===== src/rtl/gon_opsum_collector.sv =====
// GON opsum collector: scan-loaded per-PE X/Y ID tables, lowest-index tag match,
// single-word output buffer with an EMPTY/FULL/DRAIN handshake toward the controller.
module gon_opsum_collector #(
  parameter int NUMS_PE_ROW = 6,
  parameter int NUMS_PE_COL = 8,
  parameter int XID_BITS    = 4,
  parameter int YID_BITS    = 3,
  parameter int DATA_SIZE   = 32
) (
  input  logic                                       clk,
  input  logic                                       rst,
  input  logic                                       set_XID,
  input  logic [XID_BITS-1:0]                        opsum_XID_scan_in,
  input  logic                                       set_YID,
  input  logic [YID_BITS-1:0]                        opsum_YID_scan_in,
  input  logic [XID_BITS-1:0]                        opsum_tag_X,
  input  logic [YID_BITS-1:0]                        opsum_tag_Y,
  input  logic [NUMS_PE_ROW*NUMS_PE_COL-1:0]           PE_opsum_valid,
  input  logic [NUMS_PE_ROW*NUMS_PE_COL*DATA_SIZE-1:0] PE_opsum_data,
  output logic [NUMS_PE_ROW*NUMS_PE_COL-1:0]           PE_opsum_ready,
  output logic                                       GLB_opsum_valid,
  input  logic                                       GLB_opsum_ready,
  output logic [DATA_SIZE-1:0]                       PE_data_out,
  output logic                                       multi_match
);

  localparam int NUM_PE = NUMS_PE_ROW * NUMS_PE_COL;

  typedef enum logic [1:0] {
    EMPTY = 2'd0,
    FULL  = 2'd1,
    DRAIN = 2'd2
  } state_t;

  state_t                state_r;
  state_t                state_nxt_s;
  logic [XID_BITS-1:0]   xid_r [NUM_PE];
  logic [YID_BITS-1:0]   yid_r [NUMS_PE_ROW];
  logic [NUM_PE-1:0]     match_s;
  logic [NUM_PE-1:0]     sel_s;
  logic [DATA_SIZE-1:0]  sel_data_s;
  logic [DATA_SIZE-1:0]  data_r;
  logic                  multi_r;
  logic                  accept_s;

  function automatic logic [NUM_PE-1:0] lowest_one(input logic [NUM_PE-1:0] v);
    return v & (~v + {{(NUM_PE-1){1'b0}}, 1'b1});
  endfunction

  function automatic logic more_than_one(input logic [NUM_PE-1:0] v);
    return |(v & (v - {{(NUM_PE-1){1'b0}}, 1'b1}));
  endfunction

  // ID scan chains: new value enters the top entry, everything moves one toward entry 0
  always_ff @(posedge clk or posedge rst) begin
    if (rst) begin
      for (int k = 0; k < NUM_PE; k++) xid_r[k] <= '0;
      for (int j = 0; j < NUMS_PE_ROW; j++) yid_r[j] <= '0;
    end else begin
      if (set_XID) begin
        for (int k = 0; k < NUM_PE-1; k++) xid_r[k] <= xid_r[k+1];
        xid_r[NUM_PE-1] <= opsum_XID_scan_in;
      end
      if (set_YID) begin
        for (int j = 0; j < NUMS_PE_ROW-1; j++) yid_r[j] <= yid_r[j+1];
        yid_r[NUMS_PE_ROW-1] <= opsum_YID_scan_in;
      end
    end
  end

  // Tag match per PE, lowest-index winner and its data word
  always_comb begin
    match_s    = '0;
    sel_data_s = '0;
    for (int i = 0; i < NUM_PE; i++) begin
      match_s[i] = PE_opsum_valid[i] && (xid_r[i] == opsum_tag_X) &&
                   (yid_r[i / NUMS_PE_COL] == opsum_tag_Y);
    end
    sel_s = lowest_one(match_s);
    for (int i = 0; i < NUM_PE; i++) begin
      sel_data_s = sel_data_s | ({DATA_SIZE{sel_s[i]}} & PE_opsum_data[i*DATA_SIZE +: DATA_SIZE]);
    end
  end

  // Buffer next-state; the tag is only looked at while EMPTY
  always_comb begin
    state_nxt_s = state_r;
    accept_s    = 1'b0;
    case (state_r)
      EMPTY: begin
        if ((|match_s) && !rst) begin
          accept_s    = 1'b1;
          state_nxt_s = FULL;
        end else begin
          state_nxt_s = EMPTY;
        end
      end
      FULL: begin
        if (GLB_opsum_ready) begin
          state_nxt_s = DRAIN;
        end else begin
          state_nxt_s = FULL;
        end
      end
      DRAIN:   state_nxt_s = EMPTY;
      default: state_nxt_s = EMPTY;
    endcase
  end

  // State, buffered word and sticky multi-match flag
  always_ff @(posedge clk or posedge rst) begin
    if (rst) begin
      state_r <= EMPTY;
      data_r  <= '0;
      multi_r <= 1'b0;
    end else begin
      state_r <= state_nxt_s;
      if (accept_s) begin
        data_r <= sel_data_s;
        if (more_than_one(match_s)) multi_r <= 1'b1;
      end
    end
  end

  assign PE_opsum_ready  = accept_s ? sel_s : '0;
  assign GLB_opsum_valid = (state_r == FULL);
  assign PE_data_out     = data_r;
  assign multi_match     = multi_r;

endmodule


===== config.mk =====
export PLATFORM = sky130hd
export DESIGN_NAME = gon_opsum_collector
export DESIGN_NICKNAME = d
export VERILOG_FILES = /design/src/rtl/gon_opsum_collector.sv
export SDC_FILE = /design/constraint.sdc
export NUM_CORES = 1
export LEC_CHECK = 0
export CORE_AREA = 2 2 659 661
export CTS_CLUSTER_DIAMETER = 100
export DETAILED_ROUTE_END_ITERATION = 8
export DIE_AREA = 0 0 661 663
export PLACE_DENSITY = 0.3
export SLEW_MARGIN = 20
export SYNTH_ARGS = -nofsm -noshare
export SYNTH_HDL_FRONTEND = slang
export SYNTH_SLANG_ARGS = --single-unit

===== constraint.sdc =====
create_clock -name clk -period 13 [get_ports clk]
set_clock_uncertainty 0.05 [all_clocks]
set_input_delay 3.9 -clock clk [delete_from_list [all_inputs] [get_ports clk]]
set_output_delay 3.9 -clock clk [all_outputs]
set_load 0.01 [all_outputs]

After elaboration in Yosys (flattened, before gate mapping)
Index checks and enable logic that the tools add are counted.

Register bits after elaboration: 245. Input bits: 1603. Word-level logic and storage cells: 320.

$add $sub $neg: 2. Eq/ne operators: 55. Mux-type cells: 6. Bitwise gates (word level): 98. Reduce and logical (&&, ||, !) cells: 102.

Operator list (number): bitwise AND 32 bit (48); OR 32 bit (47); == test 4 bit (48); logical AND 1 bit (97); bitwise AND 48 bit (2); OR reduction 48 bit (2); adder 48 x 1 -> 48 bit (second input constant) (1); two-way mux 48 bit (1); NOT 48 bit (1); subtractor 48 x 1 -> 48 bit (second input constant) (1); == test 3 bit (6); one-hot mux 2 bit (2 select lines) (1); two-way mux 1 bit (3); == test 2 x 1 -> 1 bit (second input constant) (1); logical NOT 2 bit (1); two-way mux 2 bit (1); AND reduction 2 bit (1); logical NOT 1 bit (1).

Logic depth before layout (Yosys ltp)
Gate-level depths: netlist of the first run.

Word-level depth: 54. Depth in mapped cells: 18. Mapped depth without buffers: 11.

Least setup slack after synthesis of the first run
Ideal clock, no wire load.

Path kind: in2out. Start point: input port opsum_tag_Y[0]. End point: output port PE_opsum_ready[28]. Data arrival time: 6.636 ns. Setup slack: 2.414 ns. Stages: 13. Cell sequence: buf_4 -> xnor2_1 -> and3_4 -> buf_6 -> and4_4 -> nor4_4 -> nand4_1 -> nor4_1 -> a21o_1 -> buf_2 -> buf_2 -> buf_2 -> nor3_1.

Longest elaborated chain between the ends: 7.

Ends and longest elaborated chain: start: declaration (RTL line 17) `input logic [YID_BITS-1:0] opsum_tag_Y,`; parallel branches: the longest is 6 deep, another holds adder 48 x 1 -> 48 bit; two-way mux 48 bit * (RTL line 125) `assign PE_opsum_ready = accept_s ? sel_s : '0;`; end: declaration (RTL line 20) `output logic [NUMS_PE_ROW*NUMS_PE_COL-1:0] PE_opsum_ready,`.

Every way passes the cells marked *.

Worst setup path after layout of the first run
Start point: input port opsum_tag_Y[2]. End point: output port PE_opsum_ready[42].

Same word-level chain as after synthesis.

==> run metrics, run 1 <==
CP Launch Type=input port; worst slack, placed=0.6162 ns; crit-path max FO=11; Synth Area in Compound Gates=31.35%; hpwl dp=405.0 mm; Hold Path Depth=1; top post-synthesis cells by area=dfrtp_1, a22oi_1, mux2_2, a221oi_1, a22o_1; Synth Area in Adders=0%; RePlAce Congestion=0.9421; # hold bufs at CTS=0; crit path time final=12.42 ns; starting density of the core=5.393%; async set-reset flop share out of synthesis=100.0%; Avg WL per Cell=43.97 um; Worst Setup End Kind=output pin; endpoints failing hold=0; total CTS buffers=42; prevailing post-synth register cell=dfrtp_1; Worst-Skew Late Latency=0.70 ns; antenna viol nets, final=0; Worst-path clk slew=0.06 ns; Inst Count DP=10060; placed standard-cell area=48140 um^2; crit path DAT=8.47 ns; total wire length=449.8 mm; Synthesis Warnings=0; Clk Tree Root Cell=clkbuf_16; clock sink count=245; hold path start=xid_r[52]; Finished Cell Area=49760 um^2; vias per inst=3.452; Setup Fix Bufs, Post-CTS=0; GRT Util Overall=19.72%; XOR/XNOR share of the synthesized area=7.093%; initial antenna violation count=422; PwrDens=98.42 nW/um^2; largest net degree at the start of global routing=126; Max Buffers Root-to-Sink=3; routed vias=35310; worst r2r path cells=14; RSZ-0062 raised after global routing=false; first-pass GRT wire length=528.6 mm; Post-synth EDFFs=0; Max Slew Vio Count=0; die height=663 um; Final Power=4.898 mW; grt total ovfl=0; Final setup viols=0; FF+latch count, synth=245; main combinational cell family by area after synthesis=compound AO/OA/AOI/OAI gates; Reg2Reg Capture Point=PE_data_out[18]; period utilisation layout=95.53%; leading area contributor after synthesis=dfrtp_1; RR Startpoint=xid_r[186]; post-route setup TNS=0 ns; final layout net count=5974; final worst slack=0.5805 ns; number of global-route vias before repair=34790; status=finished clean; fin cells=10230; Hold Crit Endpoint=xid_r[56]; DRC=0; IO Port Bufs=1684; worst-margin pin slew=1.210 ns; CTS tree=yes; most frequent cell after synthesis=a22oi_1; Seq/Total Area, Yosys=26.31%; max frequency=80.52 MHz; die width=661 um; Synth top area share=26.31%; final core occ=11.52%; post-synth net total=4264; area grow syn2layout=113.6%; placement row count=242; post-synthesis cell area=23300 um^2; Ports=1685; post-cts resize count=0; layout cells sized above 1=14.72%; Slew headroom=18.69%; Critical Path RT=9.05 ns; Hold Path Class=flip-flop to flip-flop; Synth top cells by count=a22oi_1, dfrtp_1, mux2_2, nand2_1, a221oi_1; VDD IR-drop max=0.08789 mV; mux cell area share after synthesis=9.520%; Die ar.=438200 um^2; H-tree depth=2; Worst Hold Slack=0.4110 ns; initial drt markers=3442; Synth cell types=91; Syn Inst Count=2661; DRT Pass-1 Iters=9; reg2reg setup slack=6.16 ns; static leakage=16.88 nW; Simple-Gate Fraction of Synth Area=19.92%; max_cap viols=0; Mean Syn Cell Area=8.757 um^2; Core ar.=432100 um^2; worst setup path class=input port to output pin
==> registers in the layout, indices dropped and copies added, names as in the netlist <==
register,cells
xid_r,192
PE_data_out,32
yid_r,18
state_r,2
multi_match,1
==> logic make-up after synthesis <==
| group | count (synthesis) |
|---|---|
| DFF | 245 |
| AOI/OAI and AO/OA | 928 |
| and+or+nand+nor | 844 |
| xor gates and xnor gates | 187 |
| muxes | 197 |
| buffers and inverters | 260 |
==> area by class of cell <==
class | count | area [um^2]
antenna | 92 | 230.2
clock buffer | 58 | 1191
clock inverter | 18 | 196.4
fill | 49610 | 382300
inverter | 26 | 105.1
multi-input combinational | 2156 | 16250
sequential | 245 | 6131
tap | 5734 | 7174
timing repair buffer | 1900 | 18480
==> worst max-delay path by stage <==
| stage | startpoint | end | slack, ns | cells after the start |
|---|---|---|---|---|
| detailed placement | opsum_tag_Y[2] | PE_opsum_ready[40] | 0.62 | 11 |
| global placement | opsum_tag_Y[2] | PE_opsum_ready[36] | 0.54 | 9 |
| global route | opsum_tag_Y[2] | PE_opsum_ready[42] | 0.39 | 12 |
| CTS | opsum_tag_Y[2] | PE_opsum_ready[40] | 0.62 | 11 |
| floorplan | rst | PE_data_out[0] | 2.32 | 1 |
| finish | opsum_tag_Y[2] | PE_opsum_ready[42] | 0.58 | 12 |
==> report_power, final <==
| part | switching, mW | internal (mW) | leakage, nW | total [mW] |
|---|---|---|---|---|
| Clock | 0.500 | 0.651 | 0.667 | 1.15 |
| Sequential | 0.280 | 1.04 | 3.13 | 1.32 |
| Combinational | 1.34 | 1.09 | 13.1 | 2.43 |
==> per-layer routing <==
metal  global-route usage (%)  part of all wire (%)  vias to the layer above
li1                         -                     -                    14220
met4                    5.854                   3.6                      176
met5                        0                  0.25                        -
met3                    5.408                   7.6                      775
met1                    24.12                    41                    17750
met2                    33.41                    47                     2390
==> critical path, stage by stage <==
cell and delay, ns:
clkdlybuf4s50_1 0.88, xor2_1 0.32, or3_1 0.46, nor3_1 0.12, buf_4 0.18, nor2_1 0.35
nand4_1 0.45, or2_2 0.49, nor4_4 0.25, buf_4 0.30, and2_1 0.17, clkdlybuf4s50_1 0.54
==> cells in the final DEF, fill, tap and decap left out, types with 19 or more instances in the layout <==
cell type,instances
a22o_1,133
a222oi_1,41
nor3_1,58
nand4_1,76
a22oi_1,334
nand2_1,191
and2_1,34
nand2b_1,21
buf_4,234
xor2_1,80
clkdlybuf4s50_1,1651
diode_2,92
xnor2_1,105
dfrtp_1,245
o21ai_0,64
inv_1,24
nor2_1,116
a221oi_1,128
mux2_2,197
and3_1,47
clkbuf_16,42
nor4_1,20
o32a_1,20
a21oi_1,54
a211oi_1,19
nand3_1,122
Power figures use the tool's default switching activity.
==> inputs of run 2 (changes only) <==
--- a/config.mk
+++ b/config.mk
@@ -5,10 +5,11 @@
 export SDC_FILE = /design/constraint.sdc
 export NUM_CORES = 1
 export LEC_CHECK = 0
-export CORE_AREA = 2 2 659 661
+export ABC_CLOCK_PERIOD_IN_PS = 15430
+export CORE_AREA = 2 2 652 654
 export CTS_CLUSTER_DIAMETER = 100
 export DETAILED_ROUTE_END_ITERATION = 8
-export DIE_AREA = 0 0 661 663
+export DIE_AREA = 0 0 654 656
 export PLACE_DENSITY = 0.3
 export SLEW_MARGIN = 20
 export SYNTH_ARGS = -nofsm -noshare
==> constraint.sdc (replaced) <==
create_clock -name clk -period 15.43 [get_ports clk]
set_clock_uncertainty 0.05 [all_clocks]
set_input_delay 4.629 -clock clk [delete_from_list [all_inputs] [get_ports clk]]
set_output_delay 4.629 -clock clk [all_outputs]
set_load 0.01 [all_outputs]
==> run metrics, run 2 (synthesis results as in run 1) <==
IO Port Bufs=1684 (unchanged); PwrDens=81.95 nW/um^2 (-17%); hold path start=xid_r[64]; post-cts resize count=0 (unchanged); final core occ=11.73% (+0.21 points); worst r2r path cells=12 (-2); first-pass GRT wire length=523.9 mm (-0.89%); Final Power=4.058 mW (-17%); CTS tree=yes; placed standard-cell area=47970 um^2 (-0.36%); Max Buffers Root-to-Sink=3 (unchanged); Most Used Layer, Global Route=met2; clock sink count=245 (unchanged); # hold bufs at CTS=0 (unchanged); GR Layer Usage met2=34.04% (+0.63 points); hpwl dp=399.9 mm (-1.3%); crit-path max FO=32 (+21); Avg WL per Cell=43.96 um (about the same); static leakage=16.69 nW (-1.1%); status=finished clean; crit path time final=14.47 ns; Hold Crit Endpoint=xid_r[68]; GRT Util Overall=19.91% (+0.19 points); initial drt markers=3666 (+6.5%); Die ar.=429000 um^2 (-2.1%); Clk Tree Root Cell=clkbuf_16; most frequent cells in the layout=clkdlybuf4s50_1, a22oi_1, dfrtp_1; Reg2Reg Capture Point=PE_data_out[11]; die width=654 um (-1.1%); grt total ovfl=0 (unchanged); VDD IR-drop max=0.07708 mV (-12%); layout cells sized above 1=13.37% (-1.3 points); area grow syn2layout=112.5%; Slew headroom=19.00% (+0.31 points); Worst Setup End Kind=output pin; Core ar.=422200 um^2 (-2.3%); total wire length=446.4 mm (-0.75%); H-tree depth=2 (unchanged); crit path DAT=9.80 ns (+1.33 ns); final worst slack=0.9557 ns (+0.3752 ns); max frequency=69.09 MHz; most common cell after layout, fill and taps aside=clkdlybuf4s50_1; period utilisation layout=93.81%; Final setup viols=0 (unchanged); DRT Pass-1 Iters=7 (-2); Hold Path Class=flip-flop to flip-flop; Hold Path Depth=1 (unchanged); final layout net count=5951 (-0.39%); reg2reg setup slack=9.08 ns (+2.92 ns); number of global-route vias before repair=34330 (-1.3%); CP Launch Type=input port; RSZ-0062 raised after global routing=false; max reg flops=192 (unchanged); placement row count=239 (-1.2%); Critical Path RT=10.75 ns (+1.70 ns); CP startpoint=opsum_tag_Y[0]; max_cap viols=0 (unchanged); global-route track usage on met1=24.75% (+0.63 points); Worst Hold Slack=0.4428 ns (+0.03173 ns); worst slack, placed=0.8434 ns (+0.2272 ns); post-route setup TNS=0 ns (unchanged); endpoints failing hold=0 (unchanged); worst-margin pin slew=1.215 ns (+0.004704 ns); RR Startpoint=xid_r[170]; DRC=0 (unchanged); worst setup path class=input port to output pin; vias per inst=3.482 (+0.86%); Max Slew Vio Count=0 (unchanged); Top reg by flops=xid_r; die height=656 um (-1.1%); RePlAce Congestion=0.9225 (-2.1%); Ports=1685 (unchanged); starting density of the core=5.518% (+0.13 points); Worst-Skew Late Latency=0.69 ns (about the same); initial antenna violation count=404 (-4.3%); largest net degree at the start of global routing=111 (-12%); Inst Count DP=9970 (-0.90%); routed vias=35350 (+0.12%); Worst-path clk slew=0.06 ns (about the same); Finished Cell Area=49520 um^2 (-0.50%); total CTS buffers=39 (-7.1%); Setup Fix Bufs, Post-CTS=0 (unchanged); fin cells=10150 (-0.73%); met3 usage=5.050% (-0.36 points); antenna viol nets, final=0 (unchanged)
[run 2: critical path, cell delays in order]
cell and delay (ns):
clkdlybuf4s50_1 0.83, xnor2_1 0.22, nand3_1 0.30, nor4_4 0.08
buf_4 0.21, nor4_4 0.58, nand4_1 0.56, nor4_1 0.58
buf_4 0.23, a21o_4 0.60, nor3_1 0.32, clkdlybuf4s50_1 0.57
[run 2: worst max-delay path by stage]
stage / to / slack, ns / cells after the start
after global placement: PE_opsum_ready[21] / 0.83 / 12
after CTS: PE_opsum_ready[21] / 0.83 / 12
after global routing: PE_opsum_ready[21] / 0.80 / 12
final: PE_opsum_ready[21] / 0.96 / 12
after floorplan: PE_opsum_ready[28] / 3.39 / 13
after detailed placement: PE_opsum_ready[21] / 0.84 / 12
[run 2: cell type report]
class	count	area (um^2)
clock buffer	57	1115
multi-input combinational	2156	16230
sequential	245	6131
clock inverter	12	145.1
fill	48680	372700
antenna	115	287.8
inverter	26	105.1
timing repair buffer	1880	18410
tap	5663	7086
[run 2: power by group]
| part | switching (mW) | internal [mW] |
|---|---|---|
| sequential | 0.240 | 0.875 |
| clock | 0.402 | 0.523 |
| combinational | 1.11 | 0.909 |
| total | 1.75 | 2.31 |
[run 2: layer usage]
metal	vias up	share of wire, %
met5	-	0.25
met1	17970	42
li1	14190	-
met2	2307	48
met4	168	3.1
met3	718	7.6
